==> config.mk <==
export PLATFORM = sky130hd
export DESIGN_NAME = receptor_mdio
export DESIGN_NICKNAME = d
export VERILOG_FILES = /design/src/rtl/receptor_mdio.sv
export SDC_FILE = /design/constraint.sdc
export NUM_CORES = 1
export LEC_CHECK = 0
export ABC_CLOCK_PERIOD_IN_PS = 3300
export BUFFER_PORTS_ARGS = -buffer_cell sky130_fd_sc_hd__buf_2
export CORE_MARGIN = 3
export CORE_UTILIZATION = 55
export CTS_CLUSTER_DIAMETER = 120
export DETAILED_ROUTE_END_ITERATION = 16
export GPL_ROUTABILITY_DRIVEN = 0
export GPL_TIMING_DRIVEN = 1
export PLACE_DENSITY = 0.86
export SLEW_MARGIN = 20
export SYNTH_ARGS = -nofsm -noshare
export SYNTH_HDL_FRONTEND = slang
export SYNTH_SLANG_ARGS = --single-unit
==> constraint.sdc <==
create_clock -name clk -period 3.3 [get_ports clk]
set_input_delay 0.825 -clock clk [delete_from_list [all_inputs] [get_ports clk]]
set_output_delay 0.825 -clock clk [all_outputs]
set_load 0.01 [all_outputs]
==> src/rtl/receptor_mdio.sv <==
// ============================================================================
// Module      : receptor_mdio
// Description : Clause-22 MDIO frame receiver that bridges management read and
//               write frames onto a simple external register-memory port.
// Revision    : 1.0 - initial release
// ============================================================================
`default_nettype none

module receptor_mdio #(
    parameter logic [4:0] PHY_ADDR = 5'd0
) (
    input  logic        clk,
    input  logic        rst,
    input  logic        MDC,
    input  logic        MDIO_OE,
    input  logic        MDIO_OUT,
    output logic        MDIO_IN,
    output logic [4:0]  ADDR,
    output logic [15:0] WR_DATA,
    output logic        MEM_WR,
    output logic        MEM_RD,
    input  logic [15:0] RD_DATA_MEM
);

    typedef enum logic [2:0] {
        S_IDLE      = 3'd0,
        S_HEADER    = 3'd1,
        S_WR_DATA   = 3'd2,
        S_RD_FETCH  = 3'd3,
        S_RD_DATA   = 3'd4,
        S_WAIT_IDLE = 3'd5
    } state_t;

    state_t      r_state;
    state_t      w_next;
    logic        r_mdc;
    logic [5:0]  r_cnt;
    logic [14:0] r_shift;
    logic [15:0] r_rd_data;
    logic        r_fetch_wait;
    logic        r_mdio_in;
    logic [4:0]  r_addr;
    logic [15:0] r_wr_data;
    logic        r_mem_wr;

    logic        w_rise;
    logic        w_fall;
    logic [5:0]  w_cnt_inc;
    logic [15:0] w_shift;
    logic        w_load_addr;
    logic        w_load_wr;
    logic        w_latch_rd;
    logic        w_drive_bit;
    logic        w_drive_zero;

    assign w_rise    = MDC & ~r_mdc;
    assign w_fall    = ~MDC & r_mdc;
    assign w_cnt_inc = r_cnt + 6'd1;
    // Newest bit lands in bit 0, so after rise n the frame's first n bits sit in [n-1:0]
    assign w_shift   = {r_shift, MDIO_OUT};

    always_comb begin
        w_next       = r_state;
        w_load_addr  = 1'b0;
        w_load_wr    = 1'b0;
        w_latch_rd   = 1'b0;
        w_drive_bit  = 1'b0;
        w_drive_zero = 1'b0;
        case (r_state)
            S_IDLE: begin
                if (w_rise && MDIO_OE && !MDIO_OUT)
                    w_next = S_HEADER;
            end
            S_HEADER: begin
                if (w_rise) begin
                    if (!MDIO_OE)
                        w_next = S_WAIT_IDLE;
                    else if (w_cnt_inc == 6'd2 && w_shift[1:0] != 2'b01)
                        w_next = S_WAIT_IDLE;
                    else if (w_cnt_inc == 6'd4 && (w_shift[1:0] == 2'b00 || w_shift[1:0] == 2'b11))
                        w_next = S_WAIT_IDLE;
                    else if (w_cnt_inc == 6'd14) begin
                        if (w_shift[9:5] != PHY_ADDR)
                            w_next = S_WAIT_IDLE;
                        else begin
                            w_load_addr = 1'b1;
                            w_next      = (w_shift[11:10] == 2'b01) ? S_WR_DATA : S_RD_FETCH;
                        end
                    end
                end
            end
            S_WR_DATA: begin
                if (w_rise) begin
                    if (!MDIO_OE)
                        w_next = S_WAIT_IDLE;
                    else if (w_cnt_inc == 6'd32) begin
                        w_load_wr = 1'b1;
                        w_next    = S_IDLE;
                    end
                end
            end
            S_RD_FETCH: begin
                // First clk strobes MEM_RD, second clk captures the returned word
                if (r_fetch_wait) begin
                    w_latch_rd = 1'b1;
                    w_next     = S_RD_DATA;
                end
            end
            S_RD_DATA: begin
                if (w_fall) begin
                    if (r_cnt == 6'd32) begin
                        w_drive_zero = 1'b1;
                        w_next       = S_IDLE;
                    end else if (r_cnt >= 6'd16)
                        w_drive_bit = 1'b1;
                end
            end
            S_WAIT_IDLE: begin
                if (!MDIO_OE)
                    w_next = S_IDLE;
            end
            default: w_next = S_IDLE;
        endcase
    end

    always_ff @(posedge clk) begin
        if (!rst) begin
            r_state      <= S_IDLE;
            r_mdc        <= 1'b0;
            r_cnt        <= 6'd0;
            r_shift      <= 15'd0;
            r_rd_data    <= 16'd0;
            r_fetch_wait <= 1'b0;
            r_mdio_in    <= 1'b0;
            r_addr       <= 5'd0;
            r_wr_data    <= 16'd0;
            r_mem_wr     <= 1'b0;
        end else begin
            r_state      <= w_next;
            r_mdc        <= MDC;
            r_fetch_wait <= (r_state == S_RD_FETCH) && !r_fetch_wait;
            r_mem_wr     <= w_load_wr;

            if (w_rise)
                r_shift <= w_shift[14:0];

            if (w_next == S_IDLE)
                r_cnt <= 6'd0;
            else if (r_state == S_IDLE)
                r_cnt <= 6'd1;
            else if (w_rise && r_state != S_WAIT_IDLE)
                r_cnt <= w_cnt_inc;

            if (w_load_addr)
                r_addr <= w_shift[4:0];
            if (w_load_wr)
                r_wr_data <= w_shift;

            if (w_latch_rd)
                r_rd_data <= RD_DATA_MEM;
            else if (w_drive_bit)
                r_rd_data <= {r_rd_data[14:0], 1'b0};

            if (w_drive_bit)
                r_mdio_in <= r_rd_data[15];
            else if (w_drive_zero)
                r_mdio_in <= 1'b0;
        end
    end

    assign MDIO_IN = r_mdio_in;
    assign ADDR    = r_addr;
    assign WR_DATA = r_wr_data;
    assign MEM_WR  = r_mem_wr;
    assign MEM_RD  = (r_state == S_RD_FETCH) && !r_fetch_wait;

endmodule

`default_nettype wire

==> run summary, run 1 <==
GLOBAL ROUTE
------------------------------------------------------------------------------------
Wire length of the first global-routing pass ..........................    11,000 um
Via count of the first global-routing pass ............................        2,425
Antenna violations before repair ......................................            0
Maximum number of pins on one net before global-route repair ..........           56
Gr usage total ........................................................        0.216
Overflow after GRT ....................................................            0

TIMING
------------------------------------------------------------------------------------
Clock period minus final worst setup slack ............................      2.69 ns
Worst clock skew ......................................................    0.0106 ns
Share of the clock period used by the worst path ......................        0.815
Pin slew with the least headroom to its limit .........................     0.918 ns
Final hold slack ......................................................     0.477 ns
Summed negative setup slack over all endpoints ........................         0 ns
Hold Fails Final Rpt ..................................................            0
Final Slew Violations .................................................            0
Final number of setup-violating endpoints .............................            0
Relative slew slack ...................................................        0.388
Worst path setup slack after routing ..................................     0.609 ns
Achievable Freq .......................................................      372 MHz
RSZ-0062 raised after global routing ..................................           no

CRITICAL PATH
------------------------------------------------------------------------------------
Required arrival time at the worst endpoint ...........................      2.47 ns
Max incr delay on CP ..................................................      0.78 ns
Slowest stage cell, crit path ......................................... sky130_fd_sc_hd__nor4bb_1
Cell breakdown of the critical path ................................... nor4bb_1, buf_2
Startpoint-to-endpoint class of the critical path ..................... register to output port
CP Data Arrival Time ..................................................      1.87 ns
Top fanout value on the critical path .................................            9
Crit start category ...................................................     register
Element type at the critical path end .................................  output port
R2R cell count ........................................................            7

LOGIC SYNTHESIS
------------------------------------------------------------------------------------
Synth Flop Type ....................................................... sky130_fd_sc_hd__dfxtp_1
Post-synth net total ..................................................          363
Number of different library cells in the post-synthesis netlist .......           46
Mean instance size in the synthesized netlist .........................    9.20 um^2
Synthesized flop and latch total ......................................           65
Synthesized area ......................................................    3100 um^2
Share of flip-flops with an asynchronous set or reset after synthesis .            0
Count of flip-flops with a built-in enable after synthesis ............            0
Number of synthesis warnings ..........................................            0
Count leader, synth ................................................... sky130_fd_sc_hd__dfxtp_1
Area share of the largest cell type after synthesis ...................        0.420
Ranking of synthesized cells by area .................................. sky130_fd_sc_hd__dfxtp_1 42%, sky130_fd_sc_hd__mux2i_1 12%, sky130_fd_sc_hd__nand2_1 7.0%
Post-synthesis sequential area ratio ..................................        0.420
Number of instances in the synthesized netlist ........................          337
Post-synth top area cell .............................................. sky130_fd_sc_hd__dfxtp_1
Synth cell count leaders .............................................. 65 x sky130_fd_sc_hd__dfxtp_1, 58 x sky130_fd_sc_hd__nand2_1, 36 x sky130_fd_sc_hd__mux2i_1

CLOCK NETWORK
------------------------------------------------------------------------------------
H-Tree Level Count ....................................................            3
Clock transition at path regs .........................................      0.08 ns
Master cell of the clock root buffer .................................. sky130_fd_sc_hd__clkbuf_8
CTS tree ..............................................................          yes
Total of cells resized after clock tree synthesis .....................            0
Cts hold-fix bufs .....................................................            0
Total CTS buffers .....................................................            9
Maximum count of clock buffers along a single path ....................            2
Setup Buffers After CTS ...............................................            0
Clock Latency Late Sink ...............................................      0.35 ns
TritonCTS Sinks .......................................................           65

DETAILED ROUTING
------------------------------------------------------------------------------------
DRC errors left .......................................................            0
Detailed-route wire length per cell ...................................      14.5 um
Vias after detailed routing ...........................................        2,516
Number of iterations in the first detailed-routing pass ...............            5
DRT antenna net count .................................................            0
WL final ..............................................................      6510 um
Detailed-route vias per instance ......................................         5.62
Initial drt markers ...................................................          214

LAYOUT
------------------------------------------------------------------------------------
Final net count .......................................................          399
Utilization after layout ..............................................        0.683
Post-route insts no fill ..............................................          448
Finished Cell Area ....................................................    3600 um^2
Area grow syn2layout ..................................................        16.1%
Fraction of layout cells with a size suffix above 1 ...................        0.190
Antenna Diode Count ...................................................            0

FLOORPLAN
------------------------------------------------------------------------------------
Die outline height ....................................................      81.1 um
Area enclosed by the die boundary .....................................    6570 um^2
Core area .............................................................    5270 um^2
I/O pin count .........................................................           45
Std cell rows .........................................................           26
Width of the chip .....................................................      81.1 um
Initial standard-cell utilization of the core .........................        0.588

POWER
------------------------------------------------------------------------------------
Power, Total ..........................................................      1.74 mW
Worst-case vdd ir drop ................................................   0.000409 V
Leakage power total ...................................................      1.48 nW
Power density cells ...................................................  482 nW/um^2

PLACED DESIGN
------------------------------------------------------------------------------------
Final HPWL DP .........................................................      4350 um
Number of port buffers ................................................           44
Post-placement setup slack ............................................     0.697 ns
DP Cell Count .........................................................          432
Cell Area, Placed .....................................................    3340 um^2

OUTCOME
------------------------------------------------------------------------------------
Run status ............................................................ finished clean

MIN PATH
------------------------------------------------------------------------------------
Number of cells traversed by the worst hold path ......................            2
Worst hold path class ................................................. register to register

JOB
------------------------------------------------------------------------------------
Max-cap viol count ....................................................            0

[final timing paths]
| path | end | slack [ns] | start |
|---|---|---|---|
| max | MEM_RD | 0.61 | r_state[0] |
| min | r_shift[14] | 0.48 | r_shift[14] |
| max reg2reg | r_cnt[1] | 0.63 | r_cnt[0] |
| min reg2reg | r_shift[14] | 0.48 | r_shift[14] |
[where the power goes]
| group | internal, mW | switching (mW) | total [mW] | leakage [nW] |
|---|---|---|---|---|
| clock network | 0.564 | 0.316 | 0.880 | 0.129 |
| registers | 0.787 | 0.00543 | 0.793 | 0.524 |
| logic | 0.0274 | 0.0360 | 0.0634 | 0.826 |
[critical path: cells and delay by family (launching register included)]
family | cells | cell delay [ns]
and+or+nand+nor | 1 | 0.78
buffers and inverters | 1 | 0.26
DFF | 1 | 0.47
[registers in the layout (all words and copies together), names as in the netlist]
name	flops
WR_DATA	16
r_rd_data	16
r_shift	15
r_cnt	6
ADDR	5
r_state	3
MDIO_IN	1
MEM_WR	1
r_fetch_wait	1
r_mdc	1
[layout make-up]
type / count / area, um^2
repair buffers: 49 / 258
multi-input cells: 240 / 1660
flip-flops and latches: 65 / 1300
clock inverters: 4 / 97.6
fillers: 434 / 1670
inverters: 8 / 30.0
well taps: 70 / 87.6
clock buffers: 12 / 165
[kinds of logic (layout without fill, tap and decap cells)]
group | count (synthesis) | count (layout) | share of synthesized area
flops | 65 | 65 | 0.420
fa+ha+maj | 5 | 5 | 0.0202
xor+xnor | 10 | 10 | 0.0282
simple gates | 127 | 127 | 0.209
buf+inv | 32 | 73 | 0.0460
mux | 36 | 36 | 0.116
compound gates | 62 | 62 | 0.161
[metal layers]
layer | global-route usage | vias up | part of all wire
met4 | 0.0980 | 0 | 0.021
met1 | 0.274 | 1182 | 0.44
met5 | 0 | - | 0
met3 | 0.0466 | 13 | 0.062
li1 | - | 1243 | -
met2 | 0.350 | 78 | 0.47
[placed cells by master, fill, tap and decap left out, types with 3 or more instances in the layout]
master	Yosys	final
sky130_fd_sc_hd__a21boi_0	16	16
sky130_fd_sc_hd__a21oi_1	9	9
sky130_fd_sc_hd__a31oi_1	5	5
sky130_fd_sc_hd__and2_1	5	5
sky130_fd_sc_hd__and3_1	3	3
sky130_fd_sc_hd__buf_2	6	44
sky130_fd_sc_hd__buf_4	0	5
sky130_fd_sc_hd__bufinv_16	0	3
sky130_fd_sc_hd__clkbuf_8	0	12
sky130_fd_sc_hd__dfxtp_1	65	65
sky130_fd_sc_hd__ha_1	5	5
sky130_fd_sc_hd__inv_1	8	8
sky130_fd_sc_hd__mux2i_1	36	36
sky130_fd_sc_hd__nand2_1	58	58
sky130_fd_sc_hd__nand3_1	7	7
sky130_fd_sc_hd__nand3b_1	3	3
sky130_fd_sc_hd__nand4_1	3	3
sky130_fd_sc_hd__nor2_1	7	7
sky130_fd_sc_hd__nor2b_1	23	23
sky130_fd_sc_hd__nor3_1	5	4
sky130_fd_sc_hd__o211a_1	15	15
sky130_fd_sc_hd__o21ai_0	3	3
sky130_fd_sc_hd__xnor2_1	6	6
sky130_fd_sc_hd__xor2_1	4	4
Power figures use the tool's default switching activity.
==> inputs of run 2 (changes only) <==
--- a/config.mk
+++ b/config.mk
@@ -5,15 +5,15 @@
 export SDC_FILE = /design/constraint.sdc
 export NUM_CORES = 1
 export LEC_CHECK = 0
-export ABC_CLOCK_PERIOD_IN_PS = 3300
+export ABC_CLOCK_PERIOD_IN_PS = 2200
 export BUFFER_PORTS_ARGS = -buffer_cell sky130_fd_sc_hd__buf_2
 export CORE_MARGIN = 3
-export CORE_UTILIZATION = 55
+export CORE_UTILIZATION = 51
 export CTS_CLUSTER_DIAMETER = 120
 export DETAILED_ROUTE_END_ITERATION = 16
 export GPL_ROUTABILITY_DRIVEN = 0
 export GPL_TIMING_DRIVEN = 1
-export PLACE_DENSITY = 0.86
+export PLACE_DENSITY = 0.84
 export SLEW_MARGIN = 20
 export SYNTH_ARGS = -nofsm -noshare
 export SYNTH_HDL_FRONTEND = slang
==> constraint.sdc (replaced) <==
create_clock -name clk -period 2.2 [get_ports clk]
set_input_delay 0.55 -clock clk [delete_from_list [all_inputs] [get_ports clk]]
set_output_delay 0.55 -clock clk [all_outputs]
set_load 0.01 [all_outputs]
==> run 2 against run 1 <==
Effect of this change: the run now ends with negative setup slack left; non-clock buffer count up 19; critical path type is now register to register; hold slack worse by 0.025 ns; wire length up 1.9%; sequential power up 50%; largest power group unchanged; register-to-register slack worse by 0.65 ns; highest routed layer unchanged; total power up 46%; core utilization down 1.9 points.
==> run summary, run 2 (synthesized netlist as in run 1, its figures left out) <==
OUTCOME
----------------------------------------------------------------------------
Run status .................................................... finished with violations
Violations in the final reports ............................... negative setup slack

MIN PATH
----------------------------------------------------------------------------
Worst hold path startpoint .................................... RD_DATA_MEM[11]
Number of cells traversed by the worst hold path ..............            2   unchanged
End point of the worst hold path .............................. r_rd_data[11]
Worst hold path class ......................................... input pin to register

LAYOUT
----------------------------------------------------------------------------
Most common cell after layout, fill and taps aside ............ sky130_fd_sc_hd__dfxtp_1
Top library cells by usage in the layout, fill and taps aside . 62 x sky130_fd_sc_hd__dfxtp_1, 58 x sky130_fd_sc_hd__nand2_1, 44 x sky130_fd_sc_hd__buf_2
Area grow syn2layout ..........................................        22.3%
Finished Cell Area ............................................    3790 um^2   +5.3%
Utilization after layout ......................................        0.664   -0.0192
Final net count ...............................................          418   +4.8%
Fraction of layout cells with a size suffix above 1 ...........        0.249   +0.0589
Antenna Diode Count ...........................................            0   unchanged

CRITICAL PATH
----------------------------------------------------------------------------
Startpoint-to-endpoint class of the critical path ............. register to register
CP Data Arrival Time ..........................................      2.48 ns   +0.61 ns
R2R cell count ................................................            7   unchanged
Element type at the critical path end .........................     register
Top fanout value on the critical path .........................            8   -1
Required arrival time at the worst endpoint ...................      2.46 ns   about the same
Worst reg-to-reg setup slack ..................................     -0.02 ns   -0.65 ns
Start of the worst register-to-register path ..................   r_state[1]
Crit start category ...........................................     register
Capturing point of the worst reg2reg path .....................     r_cnt[5]

PLACED DESIGN
----------------------------------------------------------------------------
Number of port buffers ........................................           44   unchanged
Final HPWL DP .................................................      4640 um   +6.5%
Cell Area, Placed .............................................    3500 um^2   +4.9%

TIMING
----------------------------------------------------------------------------
Worst path setup slack after routing ..........................   -0.0248 ns   -0.634 ns
RSZ-0062 raised after global routing ..........................           no
Relative slew slack ...........................................        0.626   +0.239
Final number of setup-violating endpoints .....................            3   +3
Worst clock skew ..............................................   0.00975 ns   -0.000871 ns
Final Slew Violations .........................................            0   unchanged
Share of the clock period used by the worst path ..............         1.01
Hold Fails Final Rpt ..........................................            0   unchanged
Clock period minus final worst setup slack ....................      2.22 ns
Pin slew with the least headroom to its limit .................     0.555 ns   -0.364 ns
Achievable Freq ...............................................      449 MHz

FLOORPLAN
----------------------------------------------------------------------------
I/O pin count .................................................           45   unchanged
Die outline height ............................................      84.0 um   +3.6%
Core area .....................................................    5710 um^2   +8.3%
Area enclosed by the die boundary .............................    7050 um^2   +7.3%
Std cell rows .................................................           27   +3.8%
Initial standard-cell utilization of the core .................        0.543   -0.0453
Width of the chip .............................................      84.0 um   +3.6%

GLOBAL ROUTE
----------------------------------------------------------------------------
Antenna violations before repair ..............................            0   unchanged
Via count of the first global-routing pass ....................        2,415   -0.41%
Maximum number of pins on one net before global-route repair ..           56   unchanged
Gr usage total ................................................        0.193   -0.0222
Wire length of the first global-routing pass ..................    11,200 um   +1.6%
Overflow after GRT ............................................            0   unchanged

POWER
----------------------------------------------------------------------------
Switching Fraction ............................................        0.213   +0.00735
Internal power component ......................................      1.99 mW   +44%
Share of total power in sequential cells ......................        0.470   +0.013
Fraction of power consumed by combinational cells .............        0.042   +0.005
Worst-case vdd ir drop ........................................   0.000535 V   +31%
Power density cells ...........................................  667 nW/um^2   +38%
NetSw .........................................................     0.539 mW   +51%
Leakage power total ...........................................      1.57 nW   +6.2%
Clock power frac ..............................................        0.488   -0.019

CLOCK NETWORK
----------------------------------------------------------------------------
Maximum count of clock buffers along a single path ............            2   unchanged
TritonCTS Sinks ...............................................           65   unchanged
Clock Latency Late Sink .......................................      0.34 ns   about the same
Cts hold-fix bufs .............................................            0   unchanged
Total CTS buffers .............................................            9   unchanged
Clock transition at path regs .................................      0.08 ns   about the same
CTS tree ......................................................          yes
Master cell of the clock root buffer .......................... sky130_fd_sc_hd__clkbuf_8
H-Tree Level Count ............................................            3   unchanged

DETAILED ROUTING
----------------------------------------------------------------------------
Detailed-route vias per instance ..............................         5.43   -3.3%
DRC errors left ...............................................            0   unchanged
Number of iterations in the first detailed-routing pass .......            4   -1
DRT antenna net count .........................................            0   unchanged
Initial drt markers ...........................................          245   +14%
WL final ......................................................      6640 um   +1.9%
Vias after detailed routing ...................................        2,546   +1.2%
Detailed-route wire length per cell ...........................      14.2 um   -2.6%

JOB
----------------------------------------------------------------------------
Max-cap viol count ............................................            0   unchanged

[run 2: timing repair]
action,CTS,global route
resized for setup,1,10
setup endpoints to repair,5,21
setup buffers,1,0
pin swaps,1,0
[run 2: through the flow]
stage | total power [mW] | setup TNS, ns | cells | hold slack, ns | setup WS [ns]
3_3_place_gp | 1.32 | 0 | 452 | 0.454 | 0.0134
6_report | 2.53 | -0.0521 | 469 | 0.452 | -0.0248
4_1_cts | 2.54 | 0 | 469 | 0.439 | 0.0138
2_1_floorplan | 1.27 | 0 | 337 | 0.443 | 0.0115
5_1_grt | 2.62 | 0 | 469 | 0.436 | 0.00280
3_5_place_dp | 1.32 | -0.145 | 452 | 0.479 | -0.0351
[run 2: cell type report]
cell class,count,area (um^2)
fill,430,1920
multi-input combinational,240,1700
sequential,65,1310
timing repair buffer,68,425
clock buffer,10,128
clock inverter,6,115
tap,72,90.1
inverter,8,30.0
[run 2: worst max-delay path by stage]
stage          startpoint           to  slack, ns  cells past startpoint
4_1_cts          r_cnt[1]     r_cnt[5]       0.01                      8
3_3_place_gp      MDIO_OE     r_cnt[0]       0.01                      7
6_report       r_state[1]     r_cnt[5]      -0.02                      7
5_1_grt          r_cnt[0]  WR_DATA[14]      0.003                      8
2_1_floorplan         MDC  WR_DATA[15]       0.01                      7
3_5_place_dp     r_cnt[1]     r_cnt[5]      -0.04                      8
[run 2: critical path: stages (launching register included)]
cell,delay (ns)
sky130_fd_sc_hd__dfxtp_1,0.37
sky130_fd_sc_hd__or3b_2,0.53
sky130_fd_sc_hd__nor4bb_2,0.38
sky130_fd_sc_hd__a31oi_1,0.16
sky130_fd_sc_hd__o22ai_1,0.30
sky130_fd_sc_hd__a21oi_1,0.08
sky130_fd_sc_hd__buf_4,0.17
sky130_fd_sc_hd__a21oi_1,0.15
[run 2: layer usage]
layer / track usage / share of wire / up-vias / wire length (um)
met5: 0 / 0 / - / 0
li1: - / - / 1277 / -
met1: 0.254 / 0.46 / 1180 / 3020
met3: 0.0612 / 0.068 / 6 / 451
met4: 0.0541 / 0.0047 / 0 / 31
met2: 0.306 / 0.47 / 83 / 3130
[run 2: power groups by stage]
stage | clock, mW | sequential [mW] | combinational (mW)
floorplan | 0 | 1.21 | 0.0575
CTS | 1.25 | 1.19 | 0.104
detailed placement | 0 | 1.22 | 0.103
global placement | 0 | 1.21 | 0.102
finish | 1.23 | 1.19 | 0.107
global route | 1.31 | 1.19 | 0.116
